--- config.mk ---
export PLATFORM = sky130hd
export DESIGN_NAME = seg_scan_display
export DESIGN_NICKNAME = d
export VERILOG_FILES = /design/src/rtl/seg_scan_display.sv
export SDC_FILE = /design/constraint.sdc
export NUM_CORES = 1
export LEC_CHECK = 0
export BUFFER_PORTS_ARGS = -buffer_cell sky130_fd_sc_hd__buf_2
export CAP_MARGIN = 5
export CORE_MARGIN = 3
export CORE_UTILIZATION = 40
export DETAILED_ROUTE_END_ITERATION = 12
export GPL_ROUTABILITY_DRIVEN = 0
export GPL_TIMING_DRIVEN = 0
export PLACE_DENSITY_LB_ADDON = 0.1
export SETUP_SLACK_MARGIN = 0.2
export SYNTH_ARGS = -nofsm -noshare
export SYNTH_HDL_FRONTEND = slang
export SYNTH_SLANG_ARGS = --single-unit
--- constraint.sdc ---
create_clock -name clk -period 5.05 [get_ports clk]
set_input_delay 0 -clock clk [delete_from_list [all_inputs] [get_ports clk]]
set_output_delay 0 -clock clk [all_outputs]
set_load 0.02 [all_outputs]
--- src/rtl/seg_scan_display.sv ---
// seg_scan_display
//   Multiplexed 7-segment driver with a seconds countdown for the wait state.
//   The digit scan runs continuously; what each digit shows depends on the
//   incoming FSM state code (wait countdown, operation letter, error letter).
//
// Parameters
//   CLK_HZ   clk cycles per countdown second
//   DIGITS   number of multiplexed digits (2..8)
//   SCAN_DIV clk cycles each digit stays enabled
//
// Ports
//   clk      system clock, rising edge
//   rst      asynchronous active-high reset
//   state    FSM state code (4 display, 5 compute, 6 error, 9 wait)
//   op_type  one-hot operation: 0001 T, 0010 A, 0100 B, 1000 C
//   wait_sec countdown start, sampled when the wait state is entered
//   seg      registered segments {a,b,c,d,e,f,g}, active-high
//   an       registered one-hot digit enable, active-high
//   timeout  one-cycle pulse once the countdown has reached zero
//   cnt_val  current countdown value
//
// Build option
//   SEG_BLINK_EN  adds a 2 Hz blink of the segments in the error state and in
//                 the last three seconds of the countdown.

module seg_scan_display #(
  parameter int unsigned CLK_HZ   = 100_000_000,
  parameter int unsigned DIGITS   = 4,
  parameter int unsigned SCAN_DIV = 100_000
) (
  input  logic              clk,
  input  logic              rst,
  input  logic [3:0]        state,
  input  logic [3:0]        op_type,
  input  logic [6:0]        wait_sec,
  output logic [6:0]        seg,
  output logic [DIGITS-1:0] an,
  output logic              timeout,
  output logic [6:0]        cnt_val
);

  typedef enum logic [3:0] {
    S4_DISPLAY = 4'd4,
    S5_COMPUTE = 4'd5,
    S6_ERROR   = 4'd6,
    S9_WAIT    = 4'd9
  } state_e;

  localparam int unsigned PR_W  = $clog2(CLK_HZ + 1);
  localparam int unsigned SC_W  = $clog2(SCAN_DIV + 1);
  localparam int unsigned IDX_W = $clog2(DIGITS);

  localparam logic [6:0] SEG_BLANK = 7'b0000000;
  localparam logic [6:0] SEG_T     = 7'b0000111;
  localparam logic [6:0] SEG_A     = 7'b1110111;
  localparam logic [6:0] SEG_B     = 7'b0011111;
  localparam logic [6:0] SEG_C     = 7'b1001110;
  localparam logic [6:0] SEG_E     = 7'b1001111;
  localparam logic [6:0] SEG_DASH  = 7'b0000001;

  localparam logic [DIGITS-1:0] AN_FIRST = {{(DIGITS-1){1'b0}}, 1'b1};

  function automatic logic [6:0] digit_code(input logic [6:0] d);
    logic [6:0] code;
    case (d)
      7'd0:    code = 7'b1111110;
      7'd1:    code = 7'b0110000;
      7'd2:    code = 7'b1101101;
      7'd3:    code = 7'b1111001;
      7'd4:    code = 7'b0110011;
      7'd5:    code = 7'b1011011;
      7'd6:    code = 7'b1011111;
      7'd7:    code = 7'b1110000;
      7'd8:    code = 7'b1111111;
      7'd9:    code = 7'b1111011;
      default: code = SEG_BLANK;
    endcase
    return code;
  endfunction

  function automatic logic [6:0] letter_code(input logic [3:0] op);
    logic [6:0] code;
    case (op)
      4'b0001: code = SEG_T;
      4'b0010: code = SEG_A;
      4'b0100: code = SEG_B;
      4'b1000: code = SEG_C;
      default: code = SEG_DASH;
    endcase
    return code;
  endfunction

  // registered state
  logic [3:0]       prev_state;
  logic [PR_W-1:0]  presc;
  logic [6:0]       sec_cnt;
  logic             fired;
  logic [SC_W-1:0]  scan_cnt;
  logic [IDX_W-1:0] digit_idx;

  // next-state values
  logic             in_wait;
  logic             wait_entry;
  logic             presc_wrap;
  logic [PR_W-1:0]  presc_nxt;
  logic [6:0]       sec_nxt;
  logic             fired_nxt;
  logic             timeout_nxt;
  logic             scan_wrap;
  logic [SC_W-1:0]  scan_nxt;
  logic [IDX_W-1:0] idx_nxt;
  logic [6:0]       tens;
  logic [6:0]       ones;
  logic [6:0]       seg_nxt;
  logic [DIGITS-1:0] an_nxt;

`ifdef SEG_BLINK_EN
  localparam int unsigned BL_W = $clog2(CLK_HZ / 2 + 1);
  logic [BL_W-1:0] blink_cnt;
  logic [BL_W-1:0] blink_base;
  logic [BL_W-1:0] blink_nxt;
  logic            blink_off;
  logic            blink_zone;
`endif

  assign cnt_val = sec_cnt;

  // countdown
  always_comb begin
    in_wait     = (state == S9_WAIT);
    wait_entry  = in_wait && (prev_state != S9_WAIT);
    presc_wrap  = (presc == PR_W'(CLK_HZ - 1));
    presc_nxt   = '0;
    sec_nxt     = '0;
    fired_nxt   = 1'b0;
    timeout_nxt = 1'b0;
    if (wait_entry) begin
      sec_nxt = (wait_sec > 7'd99) ? 7'd99 : wait_sec;
    end else if (in_wait) begin
      presc_nxt = presc_wrap ? '0 : presc + 1'b1;
      sec_nxt   = (presc_wrap && (sec_cnt != 7'd0)) ? sec_cnt - 7'd1 : sec_cnt;
      fired_nxt = fired;
      // Pulse follows the cycle in which sec_cnt already reads zero, so a
      // load of zero and a 1->0 decrement both pulse one edge later.
      if ((sec_cnt == 7'd0) && !fired) begin
        timeout_nxt = 1'b1;
        fired_nxt   = 1'b1;
      end
    end
  end

  // digit scan and segment selection
  always_comb begin
    scan_wrap = (scan_cnt == SC_W'(SCAN_DIV - 1));
    scan_nxt  = scan_wrap ? '0 : scan_cnt + 1'b1;
    idx_nxt   = digit_idx;
    if (scan_wrap) begin
      idx_nxt = (digit_idx == IDX_W'(DIGITS - 1)) ? '0 : digit_idx + 1'b1;
    end

    tens = sec_cnt / 7'd10;
    ones = sec_cnt - tens * 7'd10;

    seg_nxt = SEG_BLANK;
    case (state)
      S9_WAIT: begin
        if (digit_idx == '0) begin
          seg_nxt = digit_code(ones);
        end else if ((digit_idx == IDX_W'(1)) && (tens != 7'd0)) begin
          seg_nxt = digit_code(tens);
        end
      end
      S4_DISPLAY, S5_COMPUTE: begin
        if (digit_idx == '0) seg_nxt = letter_code(op_type);
      end
      S6_ERROR: begin
        if (digit_idx == '0) seg_nxt = SEG_E;
      end
      default: seg_nxt = SEG_BLANK;
    endcase

`ifdef SEG_BLINK_EN
    // A state change restarts the blink in its "on" half on that same edge.
    blink_base = (state != prev_state) ? '0 : blink_cnt;
    blink_nxt  = (blink_base == BL_W'(CLK_HZ / 2 - 1)) ? '0 : blink_base + 1'b1;
    blink_off  = (blink_base >= BL_W'(CLK_HZ / 4));
    blink_zone = (state == S6_ERROR) || (in_wait && (sec_cnt <= 7'd3));
    if (blink_zone && blink_off) seg_nxt = SEG_BLANK;
`endif

    an_nxt = AN_FIRST << digit_idx;
  end

  always_ff @(posedge clk or posedge rst) begin
    if (rst) begin
      prev_state <= '0;
      presc      <= '0;
      sec_cnt    <= '0;
      fired      <= 1'b0;
      timeout    <= 1'b0;
      scan_cnt   <= '0;
      digit_idx  <= '0;
      seg        <= SEG_BLANK;
      an         <= AN_FIRST;
    end else begin
      prev_state <= state;
      presc      <= presc_nxt;
      sec_cnt    <= sec_nxt;
      fired      <= fired_nxt;
      timeout    <= timeout_nxt;
      scan_cnt   <= scan_nxt;
      digit_idx  <= idx_nxt;
      seg        <= seg_nxt;
      an         <= an_nxt;
    end
  end

`ifdef SEG_BLINK_EN
  always_ff @(posedge clk or posedge rst) begin
    if (rst) begin
      blink_cnt <= '0;
    end else begin
      blink_cnt <= blink_nxt;
    end
  end
`endif

endmodule

==> results.sh <==
export IMPL_status="complete, no violations"
export IMPL_finalSetupViolations=0
export IMPL_ctsLongestPathBuffers=2
export IMPL_timing_clock_skew_ns=0.01465
export IMPL_cp_data_required_time_ns=5.31
export IMPL_p_int_w=0.0008957
export IMPL_portBuffers=34
export IMPL_final_setup_tns_ns=0
export IMPL_switch_share=0.2480
export IMPL_clock_sinks=70
export IMPL_worst_vdd_drop_v=0.0001391
export IMPL_worst_hold_path_type="in2reg"
export IMPL_rsz0062_at_grt="false"
export IMPL_hold_slack_ns=0.02617
export IMPL_area_enclosed_by_the_die_boundary_sq_mm=0.01188
export IMPL_detail_route_drc_violations=0
export IMPL_grt_pass1_wl_mm=16.28
export IMPL_drt_total_wl_mm=9.815
export IMPL_fmax_ghz=0.2139
export IMPL_antennaDiodeCount=0
export IMPL_drtAntennaViolNets=0
export IMPL_dr_first_iter_drc_count=169
export IMPL_grt_total_usage=0.1757
export IMPL_synth_async_reset_ratio=1.000
export IMPL_drive_above_1_share=0.1705
export IMPL_post_synth_num_cell_types=54
export IMPL_hold_violations=0
export IMPL_finalCoreUtilization=0.5070
export IMPL_power_per_cell_area_mw_per_mm2=233.9
export IMPL_yosysWarnings=0
export IMPL_die_w_microns=109.0
export IMPL_clkSlewWorstSetupHoldPaths_ns=0.08
export IMPL_post_synth_inst_count=458
export IMPL_share_of_total_power_in_sequential_cells=0.478
export IMPL_synth_edf_count=0
export IMPL_slew_headroom=0.4254
export IMPL_worstSkewPairLatency_ns=0.35
export IMPL_drt_pass1_iter_count=4
export IMPL_setup_worst_path_end_class="flop"
export IMPL_floorplan_die_height_microns=109.0
export IMPL_cts_root_buf="clkbuf_8"
export IMPL_synth_cell_area_sq_mm=0.004242
export IMPL_synth_largest_area_cell="dfrtp_1"
export IMPL_routed_via_count=3463
export IMPL_cts_max_level=3
export IMPL_p_leak_nw=2.255
export IMPL_post_route_period_util=0.9259
export IMPL_crit_path_start_kind="flop"
export IMPL_syn_mean_instance_area_sq_um=9.261
export IMPL_area_growth_synth_to_final_pct=20.06
export IMPL_net_switching_power_figure_w=0.0002954
export IMPL_synth_area_top_cells="dfrtp_1 41%, ha_1 8.6%, xor2_1 5.6%"
export IMPL_grt_max_degree=71
export IMPL_final_max_slew_violation_count=0
export IMPL_synth_flop_cell="dfrtp_1"
export IMPL_num_nets_final=565
export IMPL_post_synth_top_area_fraction=0.4071
export IMPL_clkPwrFrac=0.413
export IMPL_timing_critical_path_cells="buf_4, nor2b_1, or3_4, a31oi_4, ha_4, nor3b_4, a21boi_2, o32ai_1, a21oi_1, o21ai_2, ha_1, ha_1, fa_1, inv_1, ha_4, o2111ai_2, and3_4, nor4_4, nand2_2, o311ai_2"
export IMPL_grt_ovfl_total=0
export IMPL_clock_tree_from_tritoncts="built"
export IMPL_reg2reg_slack_ns=0.37
export IMPL_p_total_w=0.001191
export IMPL_critPathMaxFanout=10
export IMPL_io_pins=36
export IMPL_hpwl_mm=6.867
export IMPL_tightestPinTransition_ns=0.8618
export IMPL_fraction_of_power_consumed_by_combinational_cells=0.109
export IMPL_time_the_final_worst_path_needs_with_i_o_delays_and_setup_ns=4.676
export IMPL_antenna_found_initial=0
export IMPL_worst_path_buf_inv=2
export IMPL_seq_area_frac_synth=0.4133
export IMPL_timing_max_cap_violations=0
export IMPL_via_count_of_the_first_global_routing_pass=3389
export IMPL_cp_slowest_cell="fa_1"
export IMPL_wl_per_cell_microns=14.98
export IMPL_drt_vias_per_instance=5.287
export IMPL_postSynthNetCount=506
export IMPL_worst_setup_path_type="reg2reg"
export IMPL_initial_core_util=0.4223
export IMPL_yosys_register_bits=70
export IMPL_floorplan_core_area_sq_mm=0.01004
export IMPL_worst_endpoint_arrival_ns=4.93
export IMPL_core_rowCount=36
export IMPL_crit_path_max_incr_delay_ns=0.48
export IMPL_numCtsBuffers=9
export IMPL_path_delay_family="simple AND/OR/NAND/NOR gates"
## logic make-up (layout without fill, tap and decap cells)
| family | after synthesis | in the layout | share of synthesized area |
|---|---|---|---|
| AND/OR/NAND/NOR | 188 | 188 | 0.2289 |
| AO/OA/AOI/OAI | 79 | 79 | 0.1192 |
| flip-flops | 70 | 70 | 0.4133 |
| XOR/XNOR | 50 | 50 | 0.1032 |
| buffers and inverters | 37 | 101 | 0.03333 |
| adder cells (fa/ha/maj) | 31 | 31 | 0.09499 |
| multiplexers | 3 | 3 | 0.007080 |
## metrics by stage
step / instance area (sq um) / setup WS [ns] / cells
2_1_floorplan: 4254 / 0.2131 / 458
5_1_grt: 5092 / 0.1704 / 655
3_3_place_gp: 4591 / -0.6378 / 625
4_1_cts: 5007 / 0.2112 / 653
3_5_place_dp: 4593 / -0.7331 / 625
6_report: 5092 / 0.3742 / 655
## power groups by stage
stage,registers (W),logic [W],clock network [W]
after floorplan,0.000585,0.0000688,0
after global placement,0.000580,0.000106,0
after detailed placement,0.000580,0.000108,0
after CTS,0.000569,0.000124,0.000512
after global routing,0.000570,0.000144,0.000530
final,0.000569,0.000130,0.000492
## placed cells by master, fill, tap and decap left out, drive strengths merged, types with 5 or more instances in the layout
cell / n
and4: 5
o21ai: 19
o311ai: 5
inv: 22
xor2: 27
nand2: 34
a21oi: 26
nor2: 57
xnor2: 23
nand4: 9
nand3: 24
dfrtp: 69
ha: 29
nor3: 9
and3: 10
dlygate4sd3: 9
buf: 44
clkbuf: 20
nor2b: 10
## worst paths after layout
| path | start | endpoint | cells after the start |
|---|---|---|---|
| worst min-delay path | wait_sec[1] | cnt_val[1] | 3 |
| min in group asynchronous | rst | presc[15] | 3 |
| worst max register to register | cnt_val[5] | seg[1] | 20 |
| worst min register to register | fired | timeout | 1 |
| worst max-delay path | cnt_val[5] | seg[1] | 20 |
| max in group asynchronous | rst | cnt_val[4] | 3 |
## cells in the mapped netlist, types with 3 or more instances
cell	instances
a21oi_1	26
a31oi_1	4
and3_1	10
and4_1	5
clkbuf_1	12
dfrtp_1	69
ha_1	29
inv_1	22
mux2i_1	3
nand2_1	34
nand2b_1	4
nand3_1	23
nand4_1	9
nor2_1	57
nor2b_1	10
nor3_1	9
nor3b_1	3
nor4_1	4
o211ai_1	4
o21ai_0	19
o311ai_0	4
o31ai_1	3
or3_1	4
xnor2_1	23
xor2_1	27
## cell type report
cell class              instances  area [sq um]
plain buffers                  15         70.07
clock buffers                  10         127.6
clock inverters                 6         87.58
fillers                       969          4952
inverters                      22         85.08
multi-input cells             351          2502
flip-flops and latches         70          1755
well taps                     133         166.4
repair buffers                 48         297.8
## worst min-delay path, delay by kind of cell
kind	cells	cell delay, ns
AOI/OAI and AO/OA	2	0.25
buffers and inverters	1	0.08
## metal layers
layer  track usage  wire [microns]  up-vias
met5             0               0        -
met4       0.07033             159        0
met3       0.03079             279       14
met2        0.2904            4868       48
met1        0.2281            4509     1676
li1              -               -     1725
## registers in the layout, indices dropped and copies added (netlist names)
signal / flops
presc: 27
prev_state: 4
fired: 1
seg: 7
scan_cnt: 17
digit_idx: 2
cnt_val: 7
timeout: 1
an: 4
## what timing repair did
item | in CTS | in global routing
pin swaps | 4 | 5
setup buffers | 3 | 2
endpoints found under the hold margin | 77 | 0
setup endpoints to repair | 7 | 7
hold buffers | 9 | 0
gates resized for setup | 21 | 15
No activity file was read; power rests on OpenSTA's default activity.
